==> config.mk <==
export PLATFORM = sky130hd
export DESIGN_NAME = uart_rx_os
export DESIGN_NICKNAME = d
export VERILOG_FILES = /design/src/rtl/uart_rx_os.sv
export SDC_FILE = /design/constraint.sdc
export NUM_CORES = 1
export LEC_CHECK = 0
export CAP_MARGIN = 10
export CELL_PAD_IN_SITES_DETAIL_PLACEMENT = 0
export CELL_PAD_IN_SITES_GLOBAL_PLACEMENT = 1
export CORE_ASPECT_RATIO = 0.8
export CORE_MARGIN = 4
export CORE_UTILIZATION = 30
export CTS_CLUSTER_DIAMETER = 60
export DETAILED_ROUTE_END_ITERATION = 6
export GPL_TIMING_DRIVEN = 0
export PLACE_DENSITY_LB_ADDON = 0.1
export REMOVE_ABC_BUFFERS = 1
export SYNTH_ARGS = -nofsm -noshare
export SYNTH_HDL_FRONTEND = slang
export SYNTH_SLANG_ARGS = --single-unit
==> constraint.sdc <==
create_clock -name clk -period 2.45 [get_ports clk]
set_input_delay 0.49 -clock clk [delete_from_list [all_inputs] [get_ports clk]]
set_output_delay 0.49 -clock clk [all_outputs]
set_load 0.01 [all_outputs]
==> src/rtl/uart_rx_os.sv <==
// Oversampling UART receiver: start, DATA_BITS LSB-first, optional parity, 1-2 stop bits, sampled mid-bit on tick.
// Word appears 1 clk after the last stop sample and is held under valid/ready; a frame finishing while unaccepted is dropped with an overrun pulse.
module uart_rx_os #(
  parameter int DATA_BITS  = 8,
  parameter int OVERSAMPLE = 16,
  parameter int PARITY_EN  = 0,
  parameter int PARITY_ODD = 0,
  parameter int STOP_BITS  = 1
) (
  input  logic                 clk,
  input  logic                 reset_n,
  input  logic                 rx,
  input  logic                 tick,
  output logic [DATA_BITS-1:0] data_out,
  output logic                 data_valid,
  input  logic                 data_ready,
  output logic                 parity_err,
  output logic                 frame_err,
  output logic                 overrun_err,
  output logic                 busy
);

  localparam int TW = $clog2(OVERSAMPLE);
  localparam int BW = $clog2(DATA_BITS + 1);

  localparam logic [TW-1:0] TICK_MID  = TW'(OVERSAMPLE / 2 - 1);
  localparam logic [TW-1:0] TICK_END  = TW'(OVERSAMPLE - 1);
  localparam logic [BW-1:0] LAST_DATA = BW'(DATA_BITS - 1);
  localparam logic [BW-1:0] LAST_STOP = BW'(STOP_BITS - 1);

  localparam logic [2:0] S_IDLE   = 3'd0;
  localparam logic [2:0] S_START  = 3'd1;
  localparam logic [2:0] S_DATA   = 3'd2;
  localparam logic [2:0] S_PARITY = 3'd3;
  localparam logic [2:0] S_STOP   = 3'd4;

  logic                 rx_meta_q, rx_meta_d;
  logic                 rx_s_q, rx_s_d;
  logic [2:0]           state_q, state_d;
  logic [TW-1:0]        tick_cnt_q, tick_cnt_d;
  logic [BW-1:0]        bit_cnt_q, bit_cnt_d;
  logic [DATA_BITS-1:0] shift_q, shift_d;
  logic                 perr_q, perr_d;
  logic                 ferr_q, ferr_d;
  logic                 wait_high_q, wait_high_d;
  logic [DATA_BITS-1:0] data_out_q, data_out_d;
  logic                 data_valid_q, data_valid_d;
  logic                 parity_err_q, parity_err_d;
  logic                 frame_err_q, frame_err_d;
  logic                 overrun_err_q, overrun_err_d;
  logic                 frame_done;
  logic                 ferr_fin;

  always_comb begin
    rx_meta_d     = rx;
    rx_s_d        = rx_meta_q;
    state_d       = state_q;
    tick_cnt_d    = tick_cnt_q;
    bit_cnt_d     = bit_cnt_q;
    shift_d       = shift_q;
    perr_d        = perr_q;
    ferr_d        = ferr_q;
    // After a frame ends on a low line (break), wait for the line to go high before re-arming.
    wait_high_d   = wait_high_q & ~rx_s_q;
    data_out_d    = data_out_q;
    data_valid_d  = data_valid_q;
    parity_err_d  = parity_err_q;
    frame_err_d   = frame_err_q;
    overrun_err_d = 1'b0;
    frame_done    = 1'b0;
    ferr_fin      = ferr_q | ~rx_s_q;

    if (tick) begin
      case (state_q)
        S_IDLE: begin
          if (!rx_s_q && !wait_high_q) begin
            state_d    = S_START;
            tick_cnt_d = '0;
          end
        end
        S_START: begin
          if (tick_cnt_q == TICK_MID) begin
            if (!rx_s_q) begin
              state_d    = S_DATA;
              tick_cnt_d = '0;
              bit_cnt_d  = '0;
              perr_d     = 1'b0;
              ferr_d     = 1'b0;
            end else begin
              state_d = S_IDLE;
            end
          end else begin
            tick_cnt_d = tick_cnt_q + TW'(1);
          end
        end
        S_DATA: begin
          if (tick_cnt_q == TICK_END) begin
            tick_cnt_d = '0;
            shift_d    = {rx_s_q, shift_q[DATA_BITS-1:1]};
            if (bit_cnt_q == LAST_DATA) begin
              bit_cnt_d = '0;
              state_d   = (PARITY_EN != 0) ? S_PARITY : S_STOP;
            end else begin
              bit_cnt_d = bit_cnt_q + BW'(1);
            end
          end else begin
            tick_cnt_d = tick_cnt_q + TW'(1);
          end
        end
        S_PARITY: begin
          if (tick_cnt_q == TICK_END) begin
            tick_cnt_d = '0;
            perr_d     = (^shift_q) ^ rx_s_q ^ (PARITY_ODD != 0);
            state_d    = S_STOP;
          end else begin
            tick_cnt_d = tick_cnt_q + TW'(1);
          end
        end
        S_STOP: begin
          if (tick_cnt_q == TICK_END) begin
            tick_cnt_d = '0;
            ferr_d     = ferr_fin;
            if (bit_cnt_q == LAST_STOP) begin
              state_d     = S_IDLE;
              frame_done  = 1'b1;
              wait_high_d = ~rx_s_q;
            end else begin
              bit_cnt_d = bit_cnt_q + BW'(1);
            end
          end else begin
            tick_cnt_d = tick_cnt_q + TW'(1);
          end
        end
        default: state_d = S_IDLE;
      endcase
    end

    if (frame_done) begin
      if (!data_valid_q || data_ready) begin
        data_out_d   = shift_d;
        parity_err_d = perr_d;
        frame_err_d  = ferr_fin;
        data_valid_d = 1'b1;
      end else begin
        overrun_err_d = 1'b1;
      end
    end else if (data_valid_q && data_ready) begin
      data_valid_d = 1'b0;
    end
  end

  always_ff @(posedge clk or negedge reset_n) begin
    if (!reset_n) begin
      rx_meta_q     <= 1'b1;
      rx_s_q        <= 1'b1;
      state_q       <= S_IDLE;
      tick_cnt_q    <= '0;
      bit_cnt_q     <= '0;
      shift_q       <= '0;
      perr_q        <= 1'b0;
      ferr_q        <= 1'b0;
      wait_high_q   <= 1'b0;
      data_out_q    <= '0;
      data_valid_q  <= 1'b0;
      parity_err_q  <= 1'b0;
      frame_err_q   <= 1'b0;
      overrun_err_q <= 1'b0;
    end else begin
      rx_meta_q     <= rx_meta_d;
      rx_s_q        <= rx_s_d;
      state_q       <= state_d;
      tick_cnt_q    <= tick_cnt_d;
      bit_cnt_q     <= bit_cnt_d;
      shift_q       <= shift_d;
      perr_q        <= perr_d;
      ferr_q        <= ferr_d;
      wait_high_q   <= wait_high_d;
      data_out_q    <= data_out_d;
      data_valid_q  <= data_valid_d;
      parity_err_q  <= parity_err_d;
      frame_err_q   <= frame_err_d;
      overrun_err_q <= overrun_err_d;
    end
  end

  assign data_out    = data_out_q;
  assign data_valid  = data_valid_q;
  assign parity_err  = parity_err_q;
  assign frame_err   = frame_err_q;
  assign overrun_err = overrun_err_q;
  assign busy        = (state_q != S_IDLE);

endmodule

* After elaboration in Yosys (flattened, before gate mapping) *
Cells that the tools add are included.
W data, S select, Z words.

storage, ports and cells
  flip-flop bits (word level) = 36
  latch bits = 0
  memory bits (writable) = 0
  ROM bits = 0
  input bits = 5
  output and inout bits = 13
  word-level logic and storage cells = 104
  memories = 0

cells by class
  add/sub/neg operators = 2
  multiply operators = 0
  div/mod/pow operators = 0
  $lt $le $gt $ge = 0
  equal/unequal tests = 18
  shifts and indexed selects = 0
  muxes and demuxes = 45
  bitwise logic cells = 4
  reduce and logical (&&, ||, !) cells = 21

operators with widths
  kind                   count
  $mux W4                9
  $mux W8                3
  $pmux W4 S3            2
  $mux W3                7
  $mux W1                20
  $ne A2 B2 Y1 const B   9
  $pmux W3 S5            1
  $reduce_bool A3 Y1     3
  $add A4 B1 Y4 const B  2
  $eq A4 B3 Y1 const B   2
  $reduce_and A8 Y1      1
  $reduce_xor A8 Y1      1
  $reduce_and A7 Y1      1
  $eq A3 B2 Y1 const B   2
  $reduce_and A5 Y1      1
  $eq A4 B4 Y1 const B   1
  $logic_not A4 Y1       1
  $pmux W1 S2            2
  $reduce_and A2 Y1      2
  $reduce_and A4 Y1      1
  $reduce_bool A2 Y1     2
  $eq A3 B1 Y1 const B   1
  $eq A3 B3 Y1 const B   1
  $logic_not A1 Y1       3
  other kinds (11)       12

* Depth between registers and ports, before layout *
  depth after elaboration = 7
  mapped depth = 8
  mapped depth without buffers = 7

* Worst setup path after synthesis *
Ideal clock, no wire load.

  kind = register to register
  start point = reg bit_cnt_q[0]
  end point = reg data_out_q[0] (netlist: data_out[0])
  library setup time = 0.125 ns
  arrival = 1.843 ns
  required time = 2.325 ns
  path slack = 0.483 ns
  cell stages (with the launch flop) = 8
  path buffers = 1
  clock period less this slack = 1.967 ns
  cells stage by stage = dfrtp_1 -> inv_1 -> ha_1 -> nor3b_1 -> nand4_1 -> nor2b_1 -> buf_4 -> mux2_2

between the ends
  longest elaborated chain between the ends = 6

ends and longest elaborated chain
  element                      line  source
  start, declared              41    logic [BW-1:0] bit_cnt_q, bit_cnt_d;
  start signal, assigned       173   bit_cnt_q <= bit_cnt_d;
  $logic_not A4 Y1             123   if (bit_cnt_q == LAST_STOP) begin
  $mux W1                      123
  $mux W1                      120   if (tick_cnt_q == TICK_END) begin
  $mux W1                      74    case (state_q)
  $mux W1                      73    if (tick) begin
  $reduce_and A2 Y1 (no line)  --
  end signal, assigned         178   data_out_q <= data_out_d;
  end, declared                46    logic [DATA_BITS-1:0] data_out_q, data_out_d;

No other way between the ends.
A chain may end at the register's enable or synchronous reset.

* Worst setup path after layout *
  start point = reg state_q[0]
  end point = out busy

between the ends
  longest elaborated chain between the ends = 1

ends and longest elaborated chain
  element                 line  source
  start, declared         39    logic [2:0] state_q, state_d;
  start signal, assigned  171   state_q <= state_d;
  $reduce_bool A3 Y1      191   assign busy = (state_q != S_IDLE);
  end, declared           20    output logic busy

No other way between the ends.

==> qor.yml <==
drt:
  drt_wl_total_um: 3880
  via_count: 1265
  dr.pass1.iters: 4
  ant_nets: 0
  drc: 0
  drtIter0Drc: 28
  wl_per_cell_um: 14.8
  vias_per_cell: 4.81
worst_setup_path:
  crit_chain: "or3_1 -> clkdlybuf4s50_1"
  cp.depth: 2
  r2r_cells: 7
  max_stage_delay_ns: 0.53
  crit_path_start_kind: "flip-flop"
  path_class: "flip-flop to primary output"
  crit_fanout: 10
  crit_family: "flip-flops"
  startpoint: "state_q[0]"
  cp.required_ns: 1.96
  cp-end-kind: "primary output"
  crit_buf_inv: 1
  arrival_ns: 1.84
  slowest_stage: "dfrtp_1"
  r2r-start: "bit_cnt_q[0]"
timing:
  rsz0062_at_grt: "no"
  skew_ns: 0.00272
  period_share_pct: 95.3
  finalCriticalPeriod_ns: 2.33
  slew_viol_final: 0
  tns_ns: 0
  worst_pin_slew_ns: 0.823
  setup_viol: 0
  max_freq_mhz: 428
  relSlewSlack_pct: 45.2
  hold_viol_final: 0
clocking:
  clock-sinks: 36
  cts_hold_buf: 0
  insertion_delay_ns: 0.29
  cts_tree: "yes"
  cts_root_buf: "clkbuf_8"
  clockBufferDepth: 2
  numCtsBuffers: 5
  htree_num_levels: 2
  clk_pin_slew_worst_paths_ns: 0.07
layout:
  layout_commonest_cell: "dfrtp_1"
  seqCellArea_sq_um: 906
  design_area_sq_um: 2220
  nets: 189
  n_antenna_cell: 0
  drive_gt1_share_pct: 18.1
  most-common-layout-cells: "dfrtp_1, clkdlybuf4s50_1, nand2_1"
  area_growth_pct: 19.0
  final.fill_count: 590
  multiInputGateArea_sq_um: 881
synthesis:
  async_flop_share_pct: 100
  synth_area_leaders: "dfrtp_1, mux2_1, mux2_2, xnor2_1, dfstp_2"
  post-synth-top-area-fraction_pct: 45.6
  yosys_warnings: 0
  synth_edf_count: 0
  ys_seq_area_share_pct: 48.5
  avgSynthCellArea_sq_um: 11.5
  synth_ff_type: "dfrtp_1"
  netlist_instances: 162
  synth_area_leader_cell: "dfrtp_1"
  yosysUniqueCellTypes: 49
  synth_area_sq_um: 1860
  synth_seq_cells: 36
flow_run:
  cap_viol_max_count: 0
grt:
  grt_max_degree: 37
  grt_antenna_before_repair: 0
  overflow: 0
  grt.total_usage_pct: 11.5
  grt_pass1_wl_um: 6590
  grt_pass1_vias: 1330
die:
  placementRows: 25
  die_h_um: 78.5
  die_w_um: 96.1
  dieArea_sq_um: 7550
  num_io_pins: 18
  core-area_sq_um: 5970
  initial_core_util_pct: 31.2
place:
  gp_congestion: 0.774
  port_buffers: 17
  dpl_cell_area_sq_um: 2080
  hpwl_um: 2770
power_and_ir_drop:
  powerDensity_nw_per_um2: 905
  power.leakage_nw: 0.980
  total_power_w: 0.00201
  ir_drop_uv: 314
run_status:
  status: "completed"
worst_hold_path:
  hold_path_class: "input port to asynchronous set/reset pin"
==> worst paths after layout <==
path | to | slack [ns]
worst max-delay path | busy | 0.12
worst min-delay path | data_out[7] | 0.29
worst max register to register | data_out[5] | 0.20
worst min register to register | rx_s_q | 0.36
max in group asynchronous | state_q[1] | 1.59
min in group clk | rx_s_q | 0.36
==> registers in the layout, indices dropped and copies added (netlist names) <==
| register | cells |
|---|---|
| overrun_err | 1 |
| tick_cnt_q | 4 |
| rx_meta_q | 1 |
| shift_q | 8 |
| wait_high_q | 1 |
| state_q | 3 |
| rx_s_q | 1 |
| frame_err | 1 |
| data_valid | 1 |
| ferr_q | 1 |
| data_out | 8 |
| perr_q | 1 |
| bit_cnt_q | 4 |
| parity_err | 1 |
==> what timing repair did <==
action                                  4_1_cts  5_1_grt
endpoints found under the setup margin       11        9
hold endpoints to repair                      0        0
cloned                                        0        0
buffers inserted                              0        1
gates resized for setup                       3        1
==> worst reg2reg max path, delay by kind of cell, from the launching register on <==
kind          cells  cell delay, ns
simple gates      3            1.00
mux               1            0.34
buf+inv           2            0.22
fa+ha+maj         1            0.14
flops             1            0.43
==> report_power, final <==
| group | total [W] | switching [W] | internal (W) |
|---|---|---|---|
| registers | 0.000841 | 0.000165 | 0.000676 |
| clock network | 0.000519 | 0.000217 | 0.000302 |
| logic | 0.000647 | 0.000360 | 0.000287 |
| total | 0.00201 | 0.000742 | 0.00127 |
==> Yosys cell counts (all sizes together) (3+ instances only) <==
master	number
a21oi	4
buf	5
dfrtp	34
ha	3
inv	10
mux2	17
nand2	11
nand2b	4
nand3	6
nor2	5
nor2b	5
nor3b	3
o21ai	11
xnor2	8
==> metrics by stage <==
stage               worst slack (ns)  util (%)  std cells  hold slack (ns)
finish                         0.116      37.1        263            0.294
global route                  0.0374      37.1        263            0.357
CTS                           0.0829      36.8        262            0.316
detailed placement            -0.445      34.8        254            0.349
global placement              -0.395      34.9        254            0.346
floorplan                      0.255         -        156            0.194
==> logic make-up after synthesis <==
group | synth area share [%]
muxes | 11.3
xor gates and xnor gates | 4.70
adders and majority gates | 2.01
buffers and inverters | 4.70
AOI/OAI and AO/OA | 12.7
DFF | 48.5
and+or+nand+nor | 16.1
==> final cells by class <==
cell class | count | area share (%)
timing repair buffer | 18 | 8.35
sequential | 36 | 40.8
inverter | 10 | 1.69
tap | 81 | 4.57
clock inverter | 2 | 1.58
multi-input combinational | 110 | 39.7
clock buffer | 6 | 3.27
==> metal layers <==
layer	vias up	part of all wire (%)	GRT usage, %
li1	612	-	-
met1	632	48	15.4
met2	14	47	17.4
met3	7	3.2	3.26
met4	0	1.6	4.40
met5	-	0	0
(Power assumes the default switching activity.)
